===== src/rtl/lsu_pkg.sv =====
// lsu_pkg: shared definitions for the load/store byte-lane unit.
//   - funct3 codes for RV32I loads/stores (F3_B, F3_H, F3_W, F3_BU, F3_HU)
//   - FSM state encoding (ST_IDLE, ST_RMW)
//   - lane_merge(): inserts store data into a RAM word for SB/SH
//   - small helpers for funct3 legality, misalignment and offset alignment
// Optional feature macro used by the importing files: LSU_MISALIGN_TRAP_EN.
package lsu_pkg;

    localparam logic [2:0] F3_B  = 3'b000;
    localparam logic [2:0] F3_H  = 3'b001;
    localparam logic [2:0] F3_W  = 3'b010;
    localparam logic [2:0] F3_BU = 3'b100;
    localparam logic [2:0] F3_HU = 3'b101;

    typedef enum logic {
        ST_IDLE = 1'b0,
        ST_RMW  = 1'b1
    } lsu_state_e;

    // Replace the byte or halfword lane selected by offset with the low
    // bits of wdata; W replaces the whole word, anything else leaves it.
    function automatic logic [31:0] lane_merge(input logic [31:0] word,
                                               input logic [31:0] wdata,
                                               input logic [1:0]  offset,
                                               input logic [2:0]  func3);
        logic [31:0] res;
        res = word;
        case (func3)
            F3_B: begin
                case (offset)
                    2'd0:    res[7:0]   = wdata[7:0];
                    2'd1:    res[15:8]  = wdata[7:0];
                    2'd2:    res[23:16] = wdata[7:0];
                    default: res[31:24] = wdata[7:0];
                endcase
            end
            F3_H: begin
                if (offset[1]) res[31:16] = wdata[15:0];
                else           res[15:0]  = wdata[15:0];
            end
            F3_W:    res = wdata;
            default: res = word;
        endcase
        return res;
    endfunction

    // Stores only come in B/H/W flavours; loads additionally have BU/HU.
    function automatic logic f3_legal(input logic [2:0] func3,
                                      input logic       is_store);
        logic ok;
        ok = (func3 == F3_B) || (func3 == F3_H) || (func3 == F3_W);
        if (!is_store) ok = ok || (func3 == F3_BU) || (func3 == F3_HU);
        return ok;
    endfunction

    function automatic logic is_misaligned(input logic [2:0] func3,
                                           input logic [1:0] offset);
        logic mis;
        case (func3)
            F3_H, F3_HU: mis = offset[0];
            F3_W:        mis = (offset != 2'b00);
            default:     mis = 1'b0;
        endcase
        return mis;
    endfunction

    // Force the low address bits to the natural alignment of the access.
    function automatic logic [1:0] align_offset(input logic [2:0] func3,
                                                input logic [1:0] offset);
        logic [1:0] off;
        case (func3)
            F3_H, F3_HU: off = {offset[1], 1'b0};
            F3_W:        off = 2'b00;
            default:     off = offset;
        endcase
        return off;
    endfunction

endpackage


===== src/rtl/lsu_load_extend.sv =====
// lsu_load_extend: combinational load-data lane select and extension.
// Ports:
//   mem_dout  in  32  raw RAM word
//   offset    in  2   byte offset inside the word (already aligned for H/W)
//   func3     in  3   RV32I load funct3
//   ext_data  out 32  sign/zero-extended result; 0 for an illegal funct3
module lsu_load_extend
    import lsu_pkg::*;
(
    input  logic [31:0] mem_dout,
    input  logic [1:0]  offset,
    input  logic [2:0]  func3,
    output logic [31:0] ext_data
);

    logic [7:0]  byte_sel;
    logic [15:0] half_sel;

    always_comb begin
        byte_sel = mem_dout[{offset, 3'b000} +: 8];
        half_sel = offset[1] ? mem_dout[31:16] : mem_dout[15:0];
        case (func3)
            F3_B:    ext_data = {{24{byte_sel[7]}}, byte_sel};
            F3_BU:   ext_data = {24'h0, byte_sel};
            F3_H:    ext_data = {{16{half_sel[15]}}, half_sel};
            F3_HU:   ext_data = {16'h0, half_sel};
            F3_W:    ext_data = mem_dout;
            default: ext_data = 32'h0;
        endcase
    end

endmodule


===== src/rtl/lsu_byte_lane.sv =====
// lsu_byte_lane: RV32I load/store unit in front of a word-wide synchronous
// data RAM whose read data appears one cycle after the address edge.
//   Loads : address driven in the accept cycle, extended data next cycle.
//   SW    : written straight through in the accept cycle.
//   SB/SH : accept cycle reads the word, next cycle (ST_RMW, busy=1)
//           writes the merged word back.
// Ports:
//   clock, clear (async, active-low)
//   req_valid/req_write/req_func3/req_addr/req_wdata : request from MEM stage
//   busy      : request cannot be accepted this cycle
//   rsp_valid/rsp_rdata : load result, rdata is 0 when rsp_valid is 0
//   err       : one-cycle fault pulse (only with LSU_MISALIGN_TRAP_EN)
//   mem_addr/mem_wren/mem_din/mem_dout : RAM port
// Optional feature: define LSU_MISALIGN_TRAP_EN to trap misaligned and
// illegal-funct3 requests instead of silently aligning them.
// Handshake: a request transfers in any cycle with req_valid=1 and busy=0;
// while busy=1 the requester holds the request unchanged.
module lsu_byte_lane
    import lsu_pkg::*;
#(
    parameter int ADDR_WIDTH = 8,
    parameter int DATA_WIDTH = 32
) (
    input  logic                  clock,
    input  logic                  clear,
    input  logic                  req_valid,
    input  logic                  req_write,
    input  logic [2:0]            req_func3,
    input  logic [31:0]           req_addr,
    input  logic [DATA_WIDTH-1:0] req_wdata,
    output logic                  busy,
    output logic                  rsp_valid,
    output logic [DATA_WIDTH-1:0] rsp_rdata,
    output logic                  err,
    output logic [ADDR_WIDTH-1:0] mem_addr,
    output logic                  mem_wren,
    output logic [DATA_WIDTH-1:0] mem_din,
    input  logic [DATA_WIDTH-1:0] mem_dout
);

    lsu_state_e            state_q, state_d;
    logic [ADDR_WIDTH-1:0] rmw_addr_q, rmw_addr_d;
    logic [1:0]            rmw_off_q, rmw_off_d;
    logic [2:0]            rmw_f3_q, rmw_f3_d;
    logic [31:0]           rmw_wdata_q, rmw_wdata_d;

    // Load response is a flag beside the FSM so a response can overlap
    // the acceptance of the next request.
    logic                  ld_pend_q, ld_pend_d;
    logic [1:0]            ld_off_q, ld_off_d;
    logic [2:0]            ld_f3_q, ld_f3_d;
    logic                  ld_zero_q, ld_zero_d;

    logic [ADDR_WIDTH-1:0] req_word;
    logic [1:0]            req_off;
    logic                  req_bad;
    logic [31:0]           ext_data;
    logic                  unused_addr_hi;

    // Byte-address bits above the RAM range are ignored (address wraps).
    assign req_word       = req_addr[ADDR_WIDTH+1:2];
    assign req_off        = align_offset(req_func3, req_addr[1:0]);
    assign unused_addr_hi = ^req_addr[31:ADDR_WIDTH+2];

`ifdef LSU_MISALIGN_TRAP_EN
    assign req_bad = !f3_legal(req_func3, req_write) ||
                     is_misaligned(req_func3, req_addr[1:0]);
`else
    assign req_bad = !f3_legal(req_func3, req_write);
`endif

    assign busy = (state_q == ST_RMW);

    always_comb begin
        state_d     = state_q;
        rmw_addr_d  = rmw_addr_q;
        rmw_off_d   = rmw_off_q;
        rmw_f3_d    = rmw_f3_q;
        rmw_wdata_d = rmw_wdata_q;
        ld_pend_d   = 1'b0;
        ld_off_d    = ld_off_q;
        ld_f3_d     = ld_f3_q;
        ld_zero_d   = 1'b0;
        mem_addr    = '0;
        mem_wren    = 1'b0;
        mem_din     = '0;
        case (state_q)
            ST_RMW: begin
                // mem_dout holds the word read in the accept cycle.
                mem_addr = rmw_addr_q;
                mem_wren = 1'b1;
                mem_din  = lane_merge(mem_dout, rmw_wdata_q, rmw_off_q, rmw_f3_q);
                state_d  = ST_IDLE;
            end
            default: begin
                // Nothing is accepted while clear is asserted.
                if (req_valid && clear) begin
                    mem_addr = req_word;
                    if (!req_write) begin
                        ld_pend_d = 1'b1;
                        ld_off_d  = req_off;
                        ld_f3_d   = req_func3;
                        ld_zero_d = req_bad;
                    end else if (!req_bad) begin
                        if (req_func3 == F3_W) begin
                            mem_wren = 1'b1;
                            mem_din  = req_wdata;
                        end else begin
                            state_d     = ST_RMW;
                            rmw_addr_d  = req_word;
                            rmw_off_d   = req_off;
                            rmw_f3_d    = req_func3;
                            rmw_wdata_d = req_wdata;
                        end
                    end
                end
            end
        endcase
    end

    always_ff @(posedge clock or negedge clear) begin
        if (!clear) begin
            state_q     <= ST_IDLE;
            rmw_addr_q  <= '0;
            rmw_off_q   <= 2'b00;
            rmw_f3_q    <= 3'b000;
            rmw_wdata_q <= 32'h0;
            ld_pend_q   <= 1'b0;
            ld_off_q    <= 2'b00;
            ld_f3_q     <= 3'b000;
            ld_zero_q   <= 1'b0;
        end else begin
            state_q     <= state_d;
            rmw_addr_q  <= rmw_addr_d;
            rmw_off_q   <= rmw_off_d;
            rmw_f3_q    <= rmw_f3_d;
            rmw_wdata_q <= rmw_wdata_d;
            ld_pend_q   <= ld_pend_d;
            ld_off_q    <= ld_off_d;
            ld_f3_q     <= ld_f3_d;
            ld_zero_q   <= ld_zero_d;
        end
    end

    lsu_load_extend u_extend (
        .mem_dout (mem_dout),
        .offset   (ld_off_q),
        .func3    (ld_f3_q),
        .ext_data (ext_data)
    );

    assign rsp_valid = ld_pend_q;
    assign rsp_rdata = (ld_pend_q && !ld_zero_q) ? ext_data : '0;

`ifdef LSU_MISALIGN_TRAP_EN
    logic err_q, err_d;

    always_comb begin
        err_d = 1'b0;
        if (state_q == ST_IDLE && req_valid && clear) err_d = req_bad;
    end

    always_ff @(posedge clock or negedge clear) begin
        if (!clear) err_q <= 1'b0;
        else        err_q <= err_d;
    end

    assign err = err_q;
`else
    assign err = 1'b0;
`endif

endmodule

===== config.mk =====
export PLATFORM = sky130hd
export DESIGN_NAME = lsu_byte_lane
export DESIGN_NICKNAME = d
export VERILOG_FILES = /design/src/rtl/lsu_pkg.sv /design/src/rtl/lsu_load_extend.sv /design/src/rtl/lsu_byte_lane.sv
export SDC_FILE = /design/constraint.sdc
export NUM_CORES = 1
export LEC_CHECK = 0
export BUFFER_PORTS_ARGS = -buffer_cell sky130_fd_sc_hd__buf_2
export CAP_MARGIN = 20
export CELL_PAD_IN_SITES_DETAIL_PLACEMENT = 0
export CELL_PAD_IN_SITES_GLOBAL_PLACEMENT = 1
export CORE_MARGIN = 2
export CORE_UTILIZATION = 33
export DETAILED_ROUTE_END_ITERATION = 8
export GPL_TIMING_DRIVEN = 0
export PLACE_DENSITY = 0.76
export SLEW_MARGIN = 20
export SYNTH_ARGS = -nofsm -noshare
export SYNTH_HDL_FRONTEND = slang
export SYNTH_SLANG_ARGS = --single-unit

===== constraint.sdc =====
create_clock -name clock -period 1.7 [get_ports clock]
set_input_delay 0.34 -clock clock [delete_from_list [all_inputs] [get_ports clock]]
set_output_delay 0.34 -clock clock [all_outputs]
set_load 0.01 [all_outputs]

==> impl_metrics.env <==
export IMPL_grt_max_degree=56
export IMPL_drc=0
export IMPL_rsz0062_at_grt="true"
export IMPL_start_util_pct=33.8
export IMPL_antenna_found_initial=0
export IMPL_wire_per_inst_um=23.4
export IMPL_clk_pin_slew_ns=0.08
export IMPL_insertion_delay_ns=0.32
export IMPL_grt_pass1_vias=5345
export IMPL_die_w_um=123
export IMPL_ir_drop_uv=479
export IMPL_outcome="finished, violations left"
export IMPL_cts_tree="built"
export IMPL_wirelength_um=21800
export IMPL_track_usage_pct=27.3
export IMPL_firstDrtPassIters=5
export IMPL_ant_nets=0
export IMPL_design_core_area_um2=13900
export IMPL_drtIter0Drc=497
export IMPL_core_rowCount=43
export IMPL_drv_cap=0
export IMPL_p_per_area_nw_per_um2=866
export IMPL_synth_area_per_cell_um2=8.70
export IMPL_ys_warn_count=0
export IMPL_place_inst=874
export IMPL_max_freq_mhz=433
export IMPL_ctsHtreeMaxLevel=2
export IMPL_fillers=1274
export IMPL_grt_first_pass_wirelength_um=30800
export IMPL_hold_ws_ns=-0.129
export IMPL_die_area_um2=15200
export IMPL_synth_distinct_cells=44
export IMPL_areaGrowthSynthToFinish_pct=59.9
export IMPL_hold_path_class="in -> async"
export IMPL_cts_sinks=53
export IMPL_synth_flop_cell="dfrtp_1"
export IMPL_min_period_over_period_pct=136
export IMPL_yosysSeqAreaShare_pct=28.3
export IMPL_hpwl_um=14700
export IMPL_cp_max_fo=7
export IMPL_overflow=0
export IMPL_min_period_ns=2.31
export IMPL_worst_setup_path_end_kind="output port"
export IMPL_cp_start_kind="flip-flop"
export IMPL_die_y_um=123
export IMPL_critPathKind="reg -> out"
export IMPL_syn_area_um2=4690
export IMPL_ctsLongestPathBuffers=2
export IMPL_cts_buffers=5
export IMPL_ys_seq_elements=53
export IMPL_diodes=0
export IMPL_worst_slack_ns=-0.610
export IMPL_hold_viol=53
export IMPL_cpPeakStageDelay_ns=0.40
export IMPL_instances_no_fill=933
export IMPL_arrival_ns=1.97
export IMPL_via_per_inst=6.00
export IMPL_gp_congestion=0.914
export IMPL_synth_edf_count=0
export IMPL_p_leak_uw=0.00344
export IMPL_drive_gt1_share_pct=54.6
export IMPL_pin_count=179
export IMPL_setup_viol_count_final=77
export IMPL_violations="hold timing, setup timing"
export IMPL_netlist_instances=539
export IMPL_cts_root_buf="clkbuf_16"
export IMPL_portBuffers=155
export IMPL_multi_input_area_um2=3810
export IMPL_final_nets=855
export IMPL_finClkSkew_ns=0.00721
export IMPL_syn_num_nets=642
export IMPL_drv_slew=0
export IMPL_crit_slowest_cell="dfrtp_1"
export IMPL_seqCellArea_um2=1330
export IMPL_synthArstFlopShare_pct=100
export IMPL_critPathRequiredTime_ns=1.36
export IMPL_crit_chain="buf_6 > buf_8 > mux2_4 > a222oi_1 > nor2_1 > buf_2"
export IMPL_via_count=5601
worst paths after layout:
path                                         to             from  slack [ns]  cells after the start
worst max-delay path               rsp_rdata[3]      ld_off_q[1]       -0.61                      6
worst max register to register       ld_f3_q[2]             busy       -0.03                      8
worst min-delay path                  ld_zero_q            clear       -0.13                      1
min in group clock                rmw_addr_q[7]      req_addr[9]        0.25                      2
worst min register to register  rmw_wdata_q[24]  rmw_wdata_q[24]        0.50                      1
max in group asynchronous           rmw_f3_q[1]            clear        1.52                      1
cells in the mapped netlist, types with 7 or more instances:
cell type	n	area share, %
a211oi_1	16	2.6
a21oi_1	60	6.4
a221o_1	15	3.2
a22o_1	8	1.5
a22oi_1	11	1.8
a32oi_1	15	2.8
buf_2	22	2.3
clkbuf_1	24	1.9
dfrtp_1	53	28
mux2_1	52	12
mux2_2	18	4.3
mux2i_1	48	10
nand2_1	39	3.1
nand2b_1	7	0.93
nor2_1	30	2.4
o21ai_0	35	3.7
o21ai_1	34	3.6
cell type report:
class                      count  area share, %
sequential                    53           17.8
multi-input combinational    430           50.9
clock inverter                 2          0.517
timing repair buffer         208           18.6
clock buffer                   6           1.72
tap                          180           3.00
buffer                        51           7.29
inverter                       3          0.217
sequential cells by signal (all words and copies together), names as in the netlist, 2 cells and up:
name and flops:
rmw_f3_q 3, rmw_off_q 2, ld_f3_q 3, rmw_addr_q 8, rmw_wdata_q 32, ld_off_q 2
metal layers:
layer	track usage, %	part of all wire (%)	vias to the layer above
met1	36.3	42	2736
met5	0	0	-
met3	5.81	9.3	56
met2	43.0	46	321
li1	-	-	2488
met4	11.0	3.5	0
per-stage QoR:
step           total power (uW)  worst slack [ns]  instance area (um2)  utilization [%]  TNS (ns)
6_report                   6490            -0.610                 7500             54.0    -35.29
5_1_grt                    6760            -0.645                 7500             54.0    -39.93
4_1_cts                    6020            -0.542                 6860             49.5    -32.36
3_5_place_dp               4290            -0.889                 6000             43.2    -62.94
3_3_place_gp               4220             -1.29                 6000             43.2    -99.87
2_1_floorplan              3480           -0.0238                 5000                -    -0.370
cell families (layout without fill, tap and decap cells):
family	count (synthesis)	count (layout)	synth area share [%]
other	1	1	0.0800
buffers and inverters	56	270	5.71
flip-flops	53	53	28.3
AND/OR/NAND/NOR	106	106	11.1
multiplexers	118	118	27.1
AO/OA/AOI/OAI	205	205	27.7
report_power, final:
group	switching (uW)	internal [uW]
combinational	1700	1650
clock	552	702
sequential	365	1530
cell usage in the layout (no fill, tap or decap), types with 6 or more instances in the layout:
cell / instances
a21oi_4: 11
clkbuf_4: 7
a32oi_2: 12
a21oi_1: 38
buf_4: 41
clkbuf_2: 8
buf_12: 8
dfrtp_1: 47
mux2i_1: 46
a221o_1: 15
nor2_1: 28
a21oi_2: 11
dfrtp_2: 6
mux2_4: 15
a211oi_2: 15
o21ai_2: 21
a22o_1: 8
clkbuf_16: 10
a22oi_2: 10
buf_6: 27
o21ai_1: 17
mux2_2: 11
buf_8: 11
mux2_1: 44
o21ai_0: 30
buf_2: 149
nand2_1: 34
worst max-delay path, delay by kind of cell, from the launching register on:
| family | cells | cell delay, ns |
|---|---|---|
| flip-flops | 1 | 0.40 |
| AO/OA/AOI/OAI | 1 | 0.39 |
| AND/OR/NAND/NOR | 1 | 0.10 |
| multiplexers | 1 | 0.29 |
| buffers and inverters | 3 | 0.45 |
what timing repair did:
action	4_1_cts	5_1_grt
setup endpoints to repair	110	95
hold endpoints to repair	53	53
resized for setup	137	82
buffers inserted	17	28
cloned	4	6
pin swaps	36	19
No activity file was read; power rests on OpenSTA's default activity.
